===== src/rtl/vend_pkg.sv =====
// Shared vending-machine definitions: coin encodings and default block parameters.
package vend_pkg;
    localparam logic COIN_HALF = 1'b0;
    localparam logic COIN_ONE  = 1'b1;

    localparam int DEF_DEBOUNCE_CYCLES = 16;
    localparam int DEF_QUEUE_DEPTH     = 4;
    localparam int DEF_PULSE_GAP       = 1;
endpackage


===== src/rtl/coin_acceptor_frontend_if.sv =====
// Sensor inputs and credit/reject outputs of the coin acceptor front end.
interface coin_acceptor_frontend_if #(
    parameter int QUEUE_DEPTH = 4
);
    logic                           sense_half;
    logic                           sense_one;
    logic                           accept_en;
    logic                           half_dollar;
    logic                           one_dollar;
    logic                           reject_half;
    logic                           reject_one;
    logic [$clog2(QUEUE_DEPTH):0]   queue_count;

    modport master (
        output sense_half, sense_one, accept_en,
        input  half_dollar, one_dollar, reject_half, reject_one, queue_count
    );

    modport slave (
        input  sense_half, sense_one, accept_en,
        output half_dollar, one_dollar, reject_half, reject_one, queue_count
    );
endinterface


===== src/rtl/coin_debounce.sv =====
// Per-sensor synchronizer + debouncer; emits a one-cycle event on each accepted 0->1 level change.
module coin_debounce #(
    parameter int DEBOUNCE_CYCLES = 16
) (
    input  logic clk,
    input  logic rst_n,
    input  logic sense,
    output logic coin_evt
);
    localparam int CW = $clog2(DEBOUNCE_CYCLES + 1);

    logic [1:0]    sync;
    logic          stable;
    logic [CW-1:0] cnt;

    always_ff @(posedge clk or negedge rst_n) begin
        if (!rst_n) begin
            sync     <= '0;
            stable   <= 1'b0;
            cnt      <= '0;
            coin_evt <= 1'b0;
        end else begin
            sync     <= {sync[0], sense};
            coin_evt <= 1'b0;
            if (sync[1] == stable) begin
                cnt <= '0;
            end else if (cnt == CW'(DEBOUNCE_CYCLES - 1)) begin
                // This sample is the DEBOUNCE_CYCLES-th differing one: commit the new level.
                stable   <= sync[1];
                cnt      <= '0;
                coin_evt <= sync[1];
            end else begin
                cnt <= cnt + 1'b1;
            end
        end
    end
endmodule


===== src/rtl/coin_acceptor_frontend.sv =====
// Coin acceptor front end: debounces both slot sensors, queues accepted coins and paces
// them out as single-cycle credit pulses; refused coins get a reject pulse.
module coin_acceptor_frontend
    import vend_pkg::*;
#(
    parameter int DEBOUNCE_CYCLES = DEF_DEBOUNCE_CYCLES,
    parameter int QUEUE_DEPTH     = DEF_QUEUE_DEPTH,
    parameter int PULSE_GAP       = DEF_PULSE_GAP
) (
    input  logic                      clk,
    input  logic                      rst_n,
    coin_acceptor_frontend_if.slave   bus
);
    localparam int AW = $clog2(QUEUE_DEPTH);
    localparam int CW = AW + 1;
    localparam int GW = (PULSE_GAP > 0) ? $clog2(PULSE_GAP + 1) : 1;
    localparam logic [CW-1:0] DEPTH_C = CW'(QUEUE_DEPTH);

    logic [1:0]             sense, evt;
    logic [QUEUE_DEPTH-1:0] q_mem;
    logic [AW-1:0]          wr_ptr, rd_ptr;
    logic [CW-1:0]          count;
    logic [GW-1:0]          gap;
    logic                   push_half, push_one, pop;
    logic                   half_q, one_q, rej_half_q, rej_one_q;

    assign sense[COIN_HALF] = bus.sense_half;
    assign sense[COIN_ONE]  = bus.sense_one;

    coin_debounce #(.DEBOUNCE_CYCLES(DEBOUNCE_CYCLES)) u_deb [1:0] (
        .clk      (clk),
        .rst_n    (rst_n),
        .sense    (sense),
        .coin_evt (evt)
    );

    // Half coin claims a free slot first; fullness ignores any same-cycle pop.
    always_comb begin
        push_half = evt[COIN_HALF] && bus.accept_en && (count != DEPTH_C);
        push_one  = evt[COIN_ONE] && bus.accept_en &&
                    ((count + CW'(push_half)) < DEPTH_C);
        pop       = (count != '0) && (gap == '0);
    end

    always_ff @(posedge clk or negedge rst_n) begin
        if (!rst_n) begin
            q_mem      <= '0;
            wr_ptr     <= '0;
            rd_ptr     <= '0;
            count      <= '0;
            gap        <= '0;
            half_q     <= 1'b0;
            one_q      <= 1'b0;
            rej_half_q <= 1'b0;
            rej_one_q  <= 1'b0;
        end else begin
            if (push_half) q_mem[wr_ptr] <= COIN_HALF;
            if (push_one)  q_mem[wr_ptr + AW'(push_half)] <= COIN_ONE;
            wr_ptr <= wr_ptr + AW'(push_half) + AW'(push_one);
            rd_ptr <= rd_ptr + AW'(pop);
            count  <= count + CW'(push_half) + CW'(push_one) - CW'(pop);

            if (pop)              gap <= GW'(PULSE_GAP);
            else if (gap != '0)   gap <= gap - 1'b1;

            half_q     <= pop && (q_mem[rd_ptr] == COIN_HALF);
            one_q      <= pop && (q_mem[rd_ptr] == COIN_ONE);
            rej_half_q <= evt[COIN_HALF] && !push_half;
            rej_one_q  <= evt[COIN_ONE] && !push_one;
        end
    end

    assign bus.half_dollar = half_q;
    assign bus.one_dollar  = one_q;
    assign bus.reject_half = rej_half_q;
    assign bus.reject_one  = rej_one_q;
    assign bus.queue_count = count;
endmodule


===== src/flat_wrapper.sv =====
// flat-port wrapper written by rule: the top's interface ports become plain ports
module coin_acceptor_frontend_flat import vend_pkg::*;
#(
    parameter int DEBOUNCE_CYCLES = DEF_DEBOUNCE_CYCLES,
    parameter int QUEUE_DEPTH     = DEF_QUEUE_DEPTH,
    parameter int PULSE_GAP       = DEF_PULSE_GAP
)
  (clk, rst_n, bus_sense_half, bus_sense_one, bus_accept_en, bus_half_dollar, bus_one_dollar, bus_reject_half, bus_reject_one, bus_queue_count);
  coin_acceptor_frontend_if #(.QUEUE_DEPTH(QUEUE_DEPTH)) bus_i ();
  input  logic clk;
  input  logic rst_n;
  input wire logic [$bits(bus_i.sense_half)-1:0] bus_sense_half;
  input wire logic [$bits(bus_i.sense_one)-1:0] bus_sense_one;
  input wire logic [$bits(bus_i.accept_en)-1:0] bus_accept_en;
  output wire logic [$bits(bus_i.half_dollar)-1:0] bus_half_dollar;
  output wire logic [$bits(bus_i.one_dollar)-1:0] bus_one_dollar;
  output wire logic [$bits(bus_i.reject_half)-1:0] bus_reject_half;
  output wire logic [$bits(bus_i.reject_one)-1:0] bus_reject_one;
  output wire logic [$bits(bus_i.queue_count)-1:0] bus_queue_count;
  assign bus_i.sense_half = bus_sense_half;
  assign bus_i.sense_one = bus_sense_one;
  assign bus_i.accept_en = bus_accept_en;
  assign bus_half_dollar = bus_i.half_dollar;
  assign bus_one_dollar = bus_i.one_dollar;
  assign bus_reject_half = bus_i.reject_half;
  assign bus_reject_one = bus_i.reject_one;
  assign bus_queue_count = bus_i.queue_count;
  coin_acceptor_frontend #(.DEBOUNCE_CYCLES(DEBOUNCE_CYCLES), .QUEUE_DEPTH(QUEUE_DEPTH), .PULSE_GAP(PULSE_GAP)) u_core (.clk(clk), .rst_n(rst_n), .bus(bus_i));
endmodule

===== config.mk =====
export PLATFORM = sky130hd
export DESIGN_NAME = coin_acceptor_frontend_flat
export DESIGN_NICKNAME = d
export VERILOG_FILES = /design/src/rtl/vend_pkg.sv /design/src/rtl/coin_acceptor_frontend_if.sv /design/src/rtl/coin_debounce.sv /design/src/rtl/coin_acceptor_frontend.sv /design/src/flat_wrapper.sv
export SDC_FILE = /design/constraint.sdc
export NUM_CORES = 1
export LEC_CHECK = 0
export CAP_MARGIN = 40
export CORE_UTILIZATION = 50
export DETAILED_ROUTE_END_ITERATION = 8
export PLACE_DENSITY = 0.69
export RECOVER_POWER = 50
export SLEW_MARGIN = 10
export SYNTH_ARGS = -nofsm -noshare
export SYNTH_HDL_FRONTEND = slang
export SYNTH_SLANG_ARGS = --single-unit

===== constraint.sdc =====
create_clock -name clk -period 2.6 [get_ports clk]
set_input_delay 0.52 -clock clk [delete_from_list [all_inputs] [get_ports clk]]
set_output_delay 0.52 -clock clk [all_outputs]
set_load 0.03 [all_outputs]

==> out/results.ini <==
[sta]
min_period_ns = 2.56
finalHoldViolCount = 0
fin_hold_ws_ns = 0.356
max_freq_mhz = 390
worst_pin_slew_ns = 0.808
layout_setup_ws_ns = 0.0386
drv_slew = 0
setup_viol = 0
slew_headroom = 0.461
post-route-period-util = 0.985
grt_setup_unrepaired = yes
finClkSkew_ns = 0.00778

[cells_and_area]
final_cell_mix = dfrtp_1, buf_4, xor2_1
fillers = 198
syn2layout_area_growth_pct = 26.5
fin_util = 0.672
layoutNonFillerInstCount = 180
diodes = 0
layout-drive-gt1-share = 0.262
final_common_cell = dfrtp_1
fin_nets = 161

[clock_tree]
cts_inserted_buffers = 5
clk_latency_ns = 0.33
cts_root_buf = clkbuf_4
tritoncts = yes
clock_sinks = 34
htreeDepth = 2
cts_buffer_depth = 2
cts_hold_buf = 0
clkTransAtPathRegs_ns = 0.10

[status]
status = completed

[power]
p_leak_nw = 0.890
power_density_nw_per_um2 = 878
finalPower_mw = 1.63
ir_drop_uv = 797

[logic_synthesis]
ys.flop_type = dfrtp_1
synth_cell_types = 27
ys_ff_latch = 34
synth_cells = 117
yosysSeqAreaShare = 0.581
synthMuxAreaShare = 0.0308
synth-async-reset-ratio = 1.00
synth_fa_ha_area_frac = 0.0735
synthSimpleGateAreaFrac = 0.144
synth_top_family_by_area = simple AND/OR/NAND/NOR gates
synth-edff-count = 0
synth_compound_area_frac = 0.0684
synthesis.area_um2 = 1460
synth_nets = 130
synth_xor_xnor_area_share = 0.0889
yosys_warnings = 0
avgSynthCellArea_um2 = 12.5

[global_route]
antenna_found_initial = 0
grt_max_degree = 35
overflow = 0
grt.total_usage = 0.198
first_global_vias = 1042
grt_pass1_wl_um = 4620

[detailed_routing]
dr.pass1.iters = 4
route.vias.total = 1032
wl_um = 2660
drc_errors = 0
drt_iter0_drc = 46
vias_per_cell = 5.73
avgRoutedWirePerCell_um = 14.8
ant_nets = 0

[hold_path]
hold_class = reg2reg

[floorplan]
fp.dieArea_um2 = 3150
start_util = 0.531
rows = 19
floorplan.core_area_um2 = 2760
pin_count = 12
die_width_um = 56.1
die_y_um = 56.1

[worst_setup_path]
crit_path_end = u_core.bus.queue_count[2]
crit_buf_inv = 2
worstPathRequired_ns = 2.86
slowest_delay_ns = 0.51
r2r_cells = 12
cp-end-kind = register
ff2ff_setup_slack_ns = 0.11
critPathKind = in2reg
startpoint = bus_accept_en
crit_chain = clkdlybuf4s50_1 -> nand2_2 -> nor2_4 -> ha_2 -> ha_4 -> xor2_4 -> nor2_2 -> xor2_1 -> ha_2 -> inv_1 -> fa_2 -> xnor2_1 -> xnor2_1
critPathTopFamily = adder cells
timing.rr.end = u_core.bus.queue_count[2]
rr_startpoint = u_core.bus.queue_count[0]
startpoint_type = input pin
crit_cells = 13
crit_arrival_ns = 2.82
slowest_stage = clkdlybuf4s50_1
crit_fanout = 2

[placement]
place.gp.congestion = 0.817
place.port_buffers = 11
place_ws_ns = -0.310
place_inst = 169
dp_hpwl_um = 1840

[job]
cap_violations = 0

==> worst min-delay path by stage <==
stage | startpoint | to | cells past startpoint
after floorplan | rst_n | u_core.bus.half_dollar | 0
after global placement | u_core.u_deb[0].sync[0] | u_core.u_deb[0].sync[1] | 0
after detailed placement | u_core.u_deb[0].sync[0] | u_core.u_deb[0].sync[1] | 0
after CTS | u_core.u_deb[1].sync[0] | u_core.u_deb[1].sync[1] | 0
after global routing | u_core.u_deb[1].sync[0] | u_core.u_deb[1].sync[1] | 0
final | u_core.u_deb[1].sync[0] | u_core.u_deb[1].sync[1] | 0
==> logic make-up (layout without fill, tap and decap cells) <==
kind of cell,count (synthesis),in the layout
muxes,3,3
adders and majority gates,8,8
xor gates and xnor gates,14,14
buffers and inverters,5,37
and+or+nand+nor,38,38
DFF,34,34
AOI/OAI and AO/OA,15,15
==> registers in the layout (all words and copies together), names as in the netlist <==
name and flops:
u_core.gap 1, u_core.u_deb.cnt 10, u_core.bus.reject_half 1, u_core.bus.one_dollar 1, u_core.rd_ptr 2, u_core.u_deb.coin_evt 2, u_core.wr_ptr 2, u_core.bus.reject_one 1
u_core.bus.half_dollar 1, u_core.u_deb.stable 2, u_core.bus.queue_count 3, u_core.u_deb.sync 4, u_core.q_mem 4
==> final cells by class <==
| type | instances | area [um2] | share of cell area |
|---|---|---|---|
| Sequential cell | 34 | 855 | 0.461 |
| Multi-Input combinational cell | 78 | 649 | 0.351 |
| Timing Repair Buffer | 24 | 205 | 0.111 |
| Clock buffer | 7 | 55.1 | 0.0297 |
| Tap cell | 31 | 38.8 | 0.0209 |
| Clock inverter | 1 | 30.0 | 0.0162 |
| Inverter | 5 | 18.8 | 0.0101 |
==> routing by layer <==
layer,global-route usage,share of wire
met5,0,0
met4,0.115,0.030
met3,0.0860,0.064
met2,0.310,0.51
met1,0.225,0.40
==> where the power goes <==
group | total [mW] | internal (mW) | switching, mW
clock | 0.404 | 0.230 | 0.174
sequential | 0.665 | 0.608 | 0.0572
combinational | 0.557 | 0.274 | 0.283
==> metrics by stage <==
step	TNS (ns)	instance area, um2
3_3_place_gp	-0.414	1720
3_5_place_dp	-0.484	1720
2_1_floorplan	-0.0275	1500
4_1_cts	0	1810
5_1_grt	-0.106	1850
6_report	0	1850
==> synth_stat cells, types with 2 or more instances <==
master	n	area, um2
nor4b_1	2	17.5
o21ai_0	5	25.0
nand2_1	5	18.8
nor2b_1	2	12.5
nor3_1	2	10.0
and3_1	3	18.8
nand3_1	5	25.0
and2_1	3	18.8
o31ai_1	2	15.0
dfrtp_1	34	851
mux2_2	2	22.5
ha_1	7	87.6
nor2_1	9	33.8
inv_1	5	18.8
o221ai_1	4	35.0
xor2_1	10	87.6
a31oi_1	4	25.0
nor2_2	2	12.5
xnor2_1	3	26.3
==> timing repair <==
item | 4_1_cts | 5_1_grt
resized for setup | 0 | 5
setup endpoints to repair | 0 | 2
setup buffers | 0 | 3
Note: power is estimated with default switching activity, not from simulation.
